===== src/rtl/uart_receiver.sv =====
// UART receiver: 2-flop synchronized serial input, mid-bit sampling, and a held
// output word with rxValid / overrun / frame-error reporting.
module uart_receiver #(
  parameter int DVSR      = 347,
  parameter int WORD_SIZE = 8
) (
  input  logic                 clk,
  input  logic                 nRST,
  input  logic                 serialIn,
  input  logic                 rdAck,
  output logic [WORD_SIZE-1:0] dataOut,
  output logic                 rxValid,
  output logic                 frameErr,
  output logic                 overrun,
  output logic                 busy
);
  localparam int TW = $clog2(DVSR);
  localparam int BW = $clog2(WORD_SIZE + 1);
  localparam logic [TW-1:0] HALF_M1  = TW'(DVSR / 2 - 1);
  localparam logic [TW-1:0] FULL_M1  = TW'(DVSR - 1);
  localparam logic [BW-1:0] LAST_BIT = BW'(WORD_SIZE - 1);

  typedef enum logic [2:0] {IDLE, START, DATA, STOP, WAIT_IDLE} state_t;

  state_t               state_q, state_d;
  logic                 sync1_q, sync2_q, sIn;
  logic [TW-1:0]        tick_q, tick_d;
  logic [BW-1:0]        bit_q, bit_d;
  logic [WORD_SIZE-1:0] shift_q, shift_d;
  logic [WORD_SIZE-1:0] data_q, data_d;
  logic                 vld_q, vld_d;
  logic                 ferr_q, ferr_d;
  logic                 ovr_q, ovr_d;
  logic                 tick_done, frame_good, frame_bad;

  assign sIn        = sync2_q;
  assign tick_done  = (tick_q == '0);
  assign frame_good = (state_q == STOP) && tick_done && sIn;
  assign frame_bad  = (state_q == STOP) && tick_done && !sIn;

  always_ff @(posedge clk or negedge nRST) begin
    if (!nRST) begin
      state_q <= IDLE;
      sync1_q <= 1'b1;
      sync2_q <= 1'b1;
      tick_q  <= '0;
      bit_q   <= '0;
      shift_q <= '0;
      data_q  <= '0;
      vld_q   <= 1'b0;
      ferr_q  <= 1'b0;
      ovr_q   <= 1'b0;
    end else begin
      state_q <= state_d;
      sync1_q <= serialIn;
      sync2_q <= sync1_q;
      tick_q  <= tick_d;
      bit_q   <= bit_d;
      shift_q <= shift_d;
      data_q  <= data_d;
      vld_q   <= vld_d;
      ferr_q  <= ferr_d;
      ovr_q   <= ovr_d;
    end
  end

  // Leaving STOP straight to IDLE lets a start edge in the late stop bit be caught.
  always_comb begin
    state_d = state_q;
    unique case (state_q)
      IDLE:      if (!sIn) state_d = START;
      START:     if (tick_done) state_d = sIn ? IDLE : DATA;
      DATA:      if (tick_done && (bit_q == LAST_BIT)) state_d = STOP;
      STOP:      if (tick_done) state_d = sIn ? IDLE : WAIT_IDLE;
      WAIT_IDLE: if (sIn) state_d = IDLE;
      default:   state_d = IDLE;
    endcase
  end

  always_comb begin
    tick_d  = tick_q;
    bit_d   = bit_q;
    shift_d = shift_q;
    unique case (state_q)
      IDLE: begin
        tick_d = HALF_M1;
        bit_d  = '0;
      end
      START, STOP: tick_d = tick_done ? FULL_M1 : tick_q - 1'b1;
      DATA: begin
        if (tick_done) begin
          tick_d  = FULL_M1;
          bit_d   = bit_q + 1'b1;
          shift_d = WORD_SIZE'({sIn, shift_q} >> 1);
        end else begin
          tick_d = tick_q - 1'b1;
        end
      end
      default: ;
    endcase

    // A completing frame takes priority over an acknowledge in the same cycle.
    data_d = frame_good ? shift_q : data_q;
    ferr_d = frame_bad;
    vld_d  = vld_q;
    ovr_d  = ovr_q;
    if (frame_good) begin
      vld_d = 1'b1;
      if (vld_q) ovr_d = !rdAck;
    end else if (rdAck && vld_q) begin
      vld_d = 1'b0;
      ovr_d = 1'b0;
    end
  end

  always_comb begin
    dataOut  = data_q;
    rxValid  = vld_q;
    frameErr = ferr_q;
    overrun  = ovr_q;
    busy     = (state_q != IDLE);
  end

endmodule


===== config.mk =====
export PLATFORM = sky130hd
export DESIGN_NAME = uart_receiver
export DESIGN_NICKNAME = d
export VERILOG_FILES = /design/src/rtl/uart_receiver.sv
export SDC_FILE = /design/constraint.sdc
export NUM_CORES = 1
export LEC_CHECK = 0
export BUFFER_PORTS_ARGS = -buffer_cell sky130_fd_sc_hd__buf_2
export CAP_MARGIN = 20
export CORE_MARGIN = 3
export CORE_UTILIZATION = 30
export DETAILED_ROUTE_END_ITERATION = 16
export GPL_ROUTABILITY_DRIVEN = 0
export PLACE_DENSITY_LB_ADDON = 0.15
export RECOVER_POWER = 100
export SLEW_MARGIN = 20
export SYNTH_ARGS = -nofsm -noshare
export SYNTH_HDL_FRONTEND = slang
export SYNTH_SLANG_ARGS = --single-unit
export TNS_END_PERCENT = 50

===== constraint.sdc =====
create_clock -name clk -period 2.2 [get_ports clk]
set_input_delay 0.11 -clock clk [delete_from_list [all_inputs] [get_ports clk]]
set_output_delay 0.11 -clock clk [all_outputs]
set_load 0.01 [all_outputs]

After elaboration in Yosys (flattened, before gate mapping)
Cells that the tools add are included.
{ "totals": {"output_inout_bits": 12, "in_bits": 4, "register_bits": 37, "wordCells": 58} }
{ "op_classes": {"n_reduce_logical": 18, "n_eq_ne": 12, "muxes": 16, "addsub": 2} }
{ "op_table": {"columns": ["operator", "n"], "rows": [
  ["2-to-1 mux 3 bit", 6],
  ["one-hot mux 9 bit (2 select lines)", 1],
  ["one-hot mux 3 bit (5 select lines)", 1],
  ["!= test 2 bit, second input constant", 7],
  ["logical NOT 9 bit", 1],
  ["2-to-1 mux 9 bit", 1],
  ["subtractor 9 x 1 -> 9 bit, second input constant", 1],
  ["one-hot mux 4 bit (2 select lines)", 1],
  ["equality test 3 x 2 -> 1 bit, second input constant", 2],
  ["AND reduction 2 bit", 3],
  ["nonzero test 2 bit", 3],
  ["logical AND 1 bit", 5],
  ["AND reduction 5 bit", 1],
  ["adder 4 x 1 -> 4 bit, second input constant", 1],
  ["equality test 4 x 3 -> 1 bit, second input constant", 1],
  ["2-to-1 mux 1 bit", 4],
  ["2-to-1 mux 4 bit", 1],
  ["equality test 3 x 1 -> 1 bit, second input constant", 1],
  ["equality test 3 bit, second input constant", 1],
  ["logical NOT 3 bit", 1],
  ["nonzero test 3 bit", 1],
  ["OR reduction 3 bit", 1],
  ["logical NOT 1 bit", 2],
  ["2-to-1 mux 2 bit", 1]
]} }

Longest topological paths before layout
{ "logic_depth": {"word_depth": 5, "ltp_mapped": 7, "ltp_nobuf": 6} }

Least setup slack after synthesis
No wires, ideal clock.
{ "synth_path": {"path_type": "reg2reg", "startpoint": "reg tick_q[0]", "endpoint": "reg data_q[0] (netlist: dataOut[0])", "setup_time_ns": 0.125, "stages_incl_launch_ff": 7, "synth_period_minus_slack_ns": 1.815, "path_slack_ns": 0.385, "arrival_time_ns": 1.690, "cell_sequence": "dfrtp_1 -> inv_1 -> ha_1 -> nor4b_4 -> and3_1 -> nand3_4 -> mux2_4"} }
{ "synth_between": {"elab_chain_cells": 3} }
{ "synth_lines": {"columns": ["item", "line", "rtl"], "rows": [
  ["start: declaration", "27", "logic [TW-1:0] tick_q, tick_d;"],
  ["start signal: assignment", "57", "tick_q <= tick_d;"],
  ["logical NOT 9 bit", "37", "assign tick_done = (tick_q == '0);"],
  ["logical AND 1 bit (2 in series)", "38", "assign frame_good = (state_q == STOP) && tick_done && sIn;"],
  ["end signal: assignment", "60", "data_q <= data_d;"],
  ["end: declaration", "30", "logic [WORD_SIZE-1:0] data_q, data_d;"]
]} }
Every way passes these cells.
A chain may end at the register's enable or synchronous reset.

Final worst setup path
Same ends and word-level chain as after synthesis.

==> results.sh <==
export IMPL_status="completed"
export IMPL_row_count=26
export IMPL_ys_top_cells_by_area="dfrtp_1 (53%), mux2_4 (7.2%), mux2_2 (5.4%)"
export IMPL_hp_start="rdAck"
export IMPL_fin_util=0.360
export IMPL_yosys_warnings=0
export IMPL_core_area_um2=5240
export IMPL_die_h_um=80.4
export IMPL_clk_latency_ns=0.29
export IMPL_clockPowerShare=0.408
export IMPL_netlist_instances=147
export IMPL_p_switching_w=0.000276
export IMPL_ant_nets=0
export IMPL_ys_async_sr_fraction=1.00
export IMPL_max_slew_worst_pin_slew_ns=0.921
export IMPL_p_int_w=0.000912
export IMPL_grt_use_total=0.117
export IMPL_syn_avg_cell_area_um2=11.3
export IMPL_die_area_um2=6470
export IMPL_cp_arrival_ns=2.15
export IMPL_antenna_found_initial=0
export IMPL_cp_max_fo=10
export IMPL_reg2reg_depth=6
export IMPL_swShare=0.233
export IMPL_ys_top_cells_by_count="dfrtp_1 (35), nor2_1 (13), nand2_1 (12)"
export IMPL_synth_top_area_frac=0.527
export IMPL_clk_pin_slew_ns=0.08
export IMPL_synthFlopType="dfrtp_1"
export IMPL_critPathCaptureType="register"
export IMPL_cts_sinks=37
export IMPL_nets=174
export IMPL_critPathLaunchType="register"
export IMPL_root_buffer="clkbuf_8"
export IMPL_setup_violations=0
export IMPL_hold_depth=2
export IMPL_ir_worst_vdd_mv=0.256
export IMPL_cts_buffers=5
export IMPL_p_per_area_nw_per_um2=631
export IMPL_post_dp_cell_area_um2=1820
export IMPL_drive_gt1_frac=0.166
export IMPL_ys_ff_latch=37
export IMPL_cts_setup_buffers=0
export IMPL_maxSlewHeadroom=0.386
export IMPL_viasPerCell=4.82
export IMPL_post_dp_hpwl_um=2220
export IMPL_tns_ns=0
export IMPL_cts_tree="yes"
export IMPL_detail_route_iter0_violations=74
export IMPL_clockBufferDepth=2
export IMPL_wl_per_cell_um=13.7
export IMPL_min_period_ns=1.98
export IMPL_post_place_ws_ns=0.213
export IMPL_num_antenna_cells=0
export IMPL_route_detailed_drc=0
export IMPL_maxSlewViolCount=0
export IMPL_cp_required_ns=2.38
export IMPL_htree_levels=2
export IMPL_grt_setup_unrepaired="no"
export IMPL_hold_viol=0
export IMPL_worstHoldEndpoint="rxValid$_DFFE_PN0P_"
export IMPL_fillCellCount=545
export IMPL_comb_power_share=0.016
export IMPL_yosysSeqAreaShare=0.559
export IMPL_finClkSkew_ns=0.00482
export IMPL_path_class="reg2reg"
export IMPL_io_buffers=15
export IMPL_drv_cap=0
export IMPL_timing_rr_start="tick_q[0]$_DFFE_PN0P_"
export IMPL_first_global_vias=1186
export IMPL_rrSetupSlack_ns=0.22
export IMPL_crit_reg2reg_capture="dataOut[0]$_DFFE_PN0P_"
export IMPL_whs_ns=0.0389
export IMPL_fmax_mhz=506
export IMPL_p_leak_nw=0.845
export IMPL_layout_setup_ws_ns=0.224
export IMPL_power_frac_seq=0.576
export IMPL_vias=1152
export IMPL_synthDistinctLibCells=32
export IMPL_fin_area_um2=1880
export IMPL_wl_um=3260
export IMPL_num_io_pins=16
export IMPL_grt_max_degree=38
export IMPL_grt_pass1_wl_um=5670
export IMPL_die_w_um=80.4
export IMPL_hp_class="in2reg"
export IMPL_yosysMostFrequentCell="dfrtp_1"
export IMPL_initial_core_util=0.317
export IMPL_gr_total_overflow=0
export IMPL_synth_largest_area_cell="dfrtp_1"
export IMPL_syn_nets=153
export IMPL_synth_area_um2=1660
export IMPL_min_period_over_period=0.898
export IMPL_synth_edf_count=0
export IMPL_syn2layout_area_growth_pct=13.3
export IMPL_first_pass_iters=4
[kinds of logic after synthesis]
kind of cell / share of synthesized area
compound gates: 0.107
flops: 0.559
mux: 0.127
buf+inv: 0.0339
simple gates: 0.159
fa+ha+maj: 0.0151
[layout by cell type (no fill, tap or decap), types with 2 or more instances in the layout]
master,instances
a211oi_1,2
a21oi_1,8
and3_1,2
buf_2,3
buf_4,2
clkbuf_1,12
clkbuf_8,5
dfrtp_1,35
dfstp_2,2
dlygate4sd3_1,2
ha_1,2
inv_1,8
mux2_1,8
mux2_2,8
nand2_1,12
nand3_1,10
nor2_1,13
nor3_1,3
o21ai_0,9
o31ai_1,3
or3_1,2
[stage by stage]
step                instances  total power (W)
floorplan                 147         0.000699
global placement          229         0.000715
detailed placement        229         0.000716
CTS                       239          0.00121
global route              239          0.00125
finish                    239          0.00119
[flip-flops by register name (all words and copies together), names as in the netlist]
signal	count
tick_q	9
dataOut	8
shift_q	8
bit_q	4
state_q	3
frameErr	1
overrun	1
rxValid	1
sIn	1
sync1_q	1
[power groups by stage]
stage,logic (W),clock network (W),registers (W)
final,0.0000188,0.000485,0.000685
after global routing,0.0000231,0.000543,0.000685
after CTS,0.0000200,0.000508,0.000685
after detailed placement,0.0000175,0,0.000698
after global placement,0.0000169,0,0.000698
after floorplan,0.000000685,0,0.000698
[worst max-delay path: stages (launching register included)]
cell	delay [ns]
dfrtp_1	0.41
inv_1	0.09
ha_1	0.23
nor4b_4	0.34
and3_1	0.26
nand3_4	0.16
mux2_1	0.36
[what timing repair did]
item	in CTS	in global routing
hold buffers	2	0
gates resized for setup	0	0
endpoints found under the hold margin	36	0
endpoints found under the setup margin	0	0
[worst max path at each step]
| stage | startpoint | end | slack, ns | depth (start not counted) |
|---|---|---|---|---|
| CTS | tick_q[0]$_DFFE_PN0P_ | dataOut[4]$_DFFE_PN0P_ | 0.21 | 6 |
| finish | tick_q[0]$_DFFE_PN0P_ | dataOut[0]$_DFFE_PN0P_ | 0.22 | 6 |
| floorplan | tick_q[0]$_DFFE_PN0P_ | dataOut[0]$_DFFE_PN0P_ | 0.38 | 6 |
| detailed placement | tick_q[0]$_DFFE_PN0P_ | dataOut[5]$_DFFE_PN0P_ | 0.21 | 6 |
| global route | tick_q[0]$_DFFE_PN0P_ | dataOut[0]$_DFFE_PN0P_ | 0.08 | 6 |
| global placement | tick_q[0]$_DFFE_PN0P_ | dataOut[0]$_DFFE_PN0P_ | 0.27 | 6 |
[metal layers]
| metal | global-route usage | vias to the layer above | wire, µm |
|---|---|---|---|
| met5 | 0 | - | 0 |
| met4 | 0.0507 | 0 | 68 |
| met3 | 0.0404 | 7 | 126 |
| met2 | 0.190 | 17 | 1570 |
| met1 | 0.140 | 565 | 1500 |
| li1 | - | 563 | - |
[cell type report]
cell class                 count  area, µm²  area share
sequential                    37        928       0.493
inverter                       8       30.0      0.0159
tap                           70       87.6      0.0465
multi-input combinational     96        647       0.344
timing repair buffer          20        100      0.0532
clock buffer                   5       68.8      0.0365
clock inverter                 3       21.3      0.0113
Power figures use the tool's default switching activity.
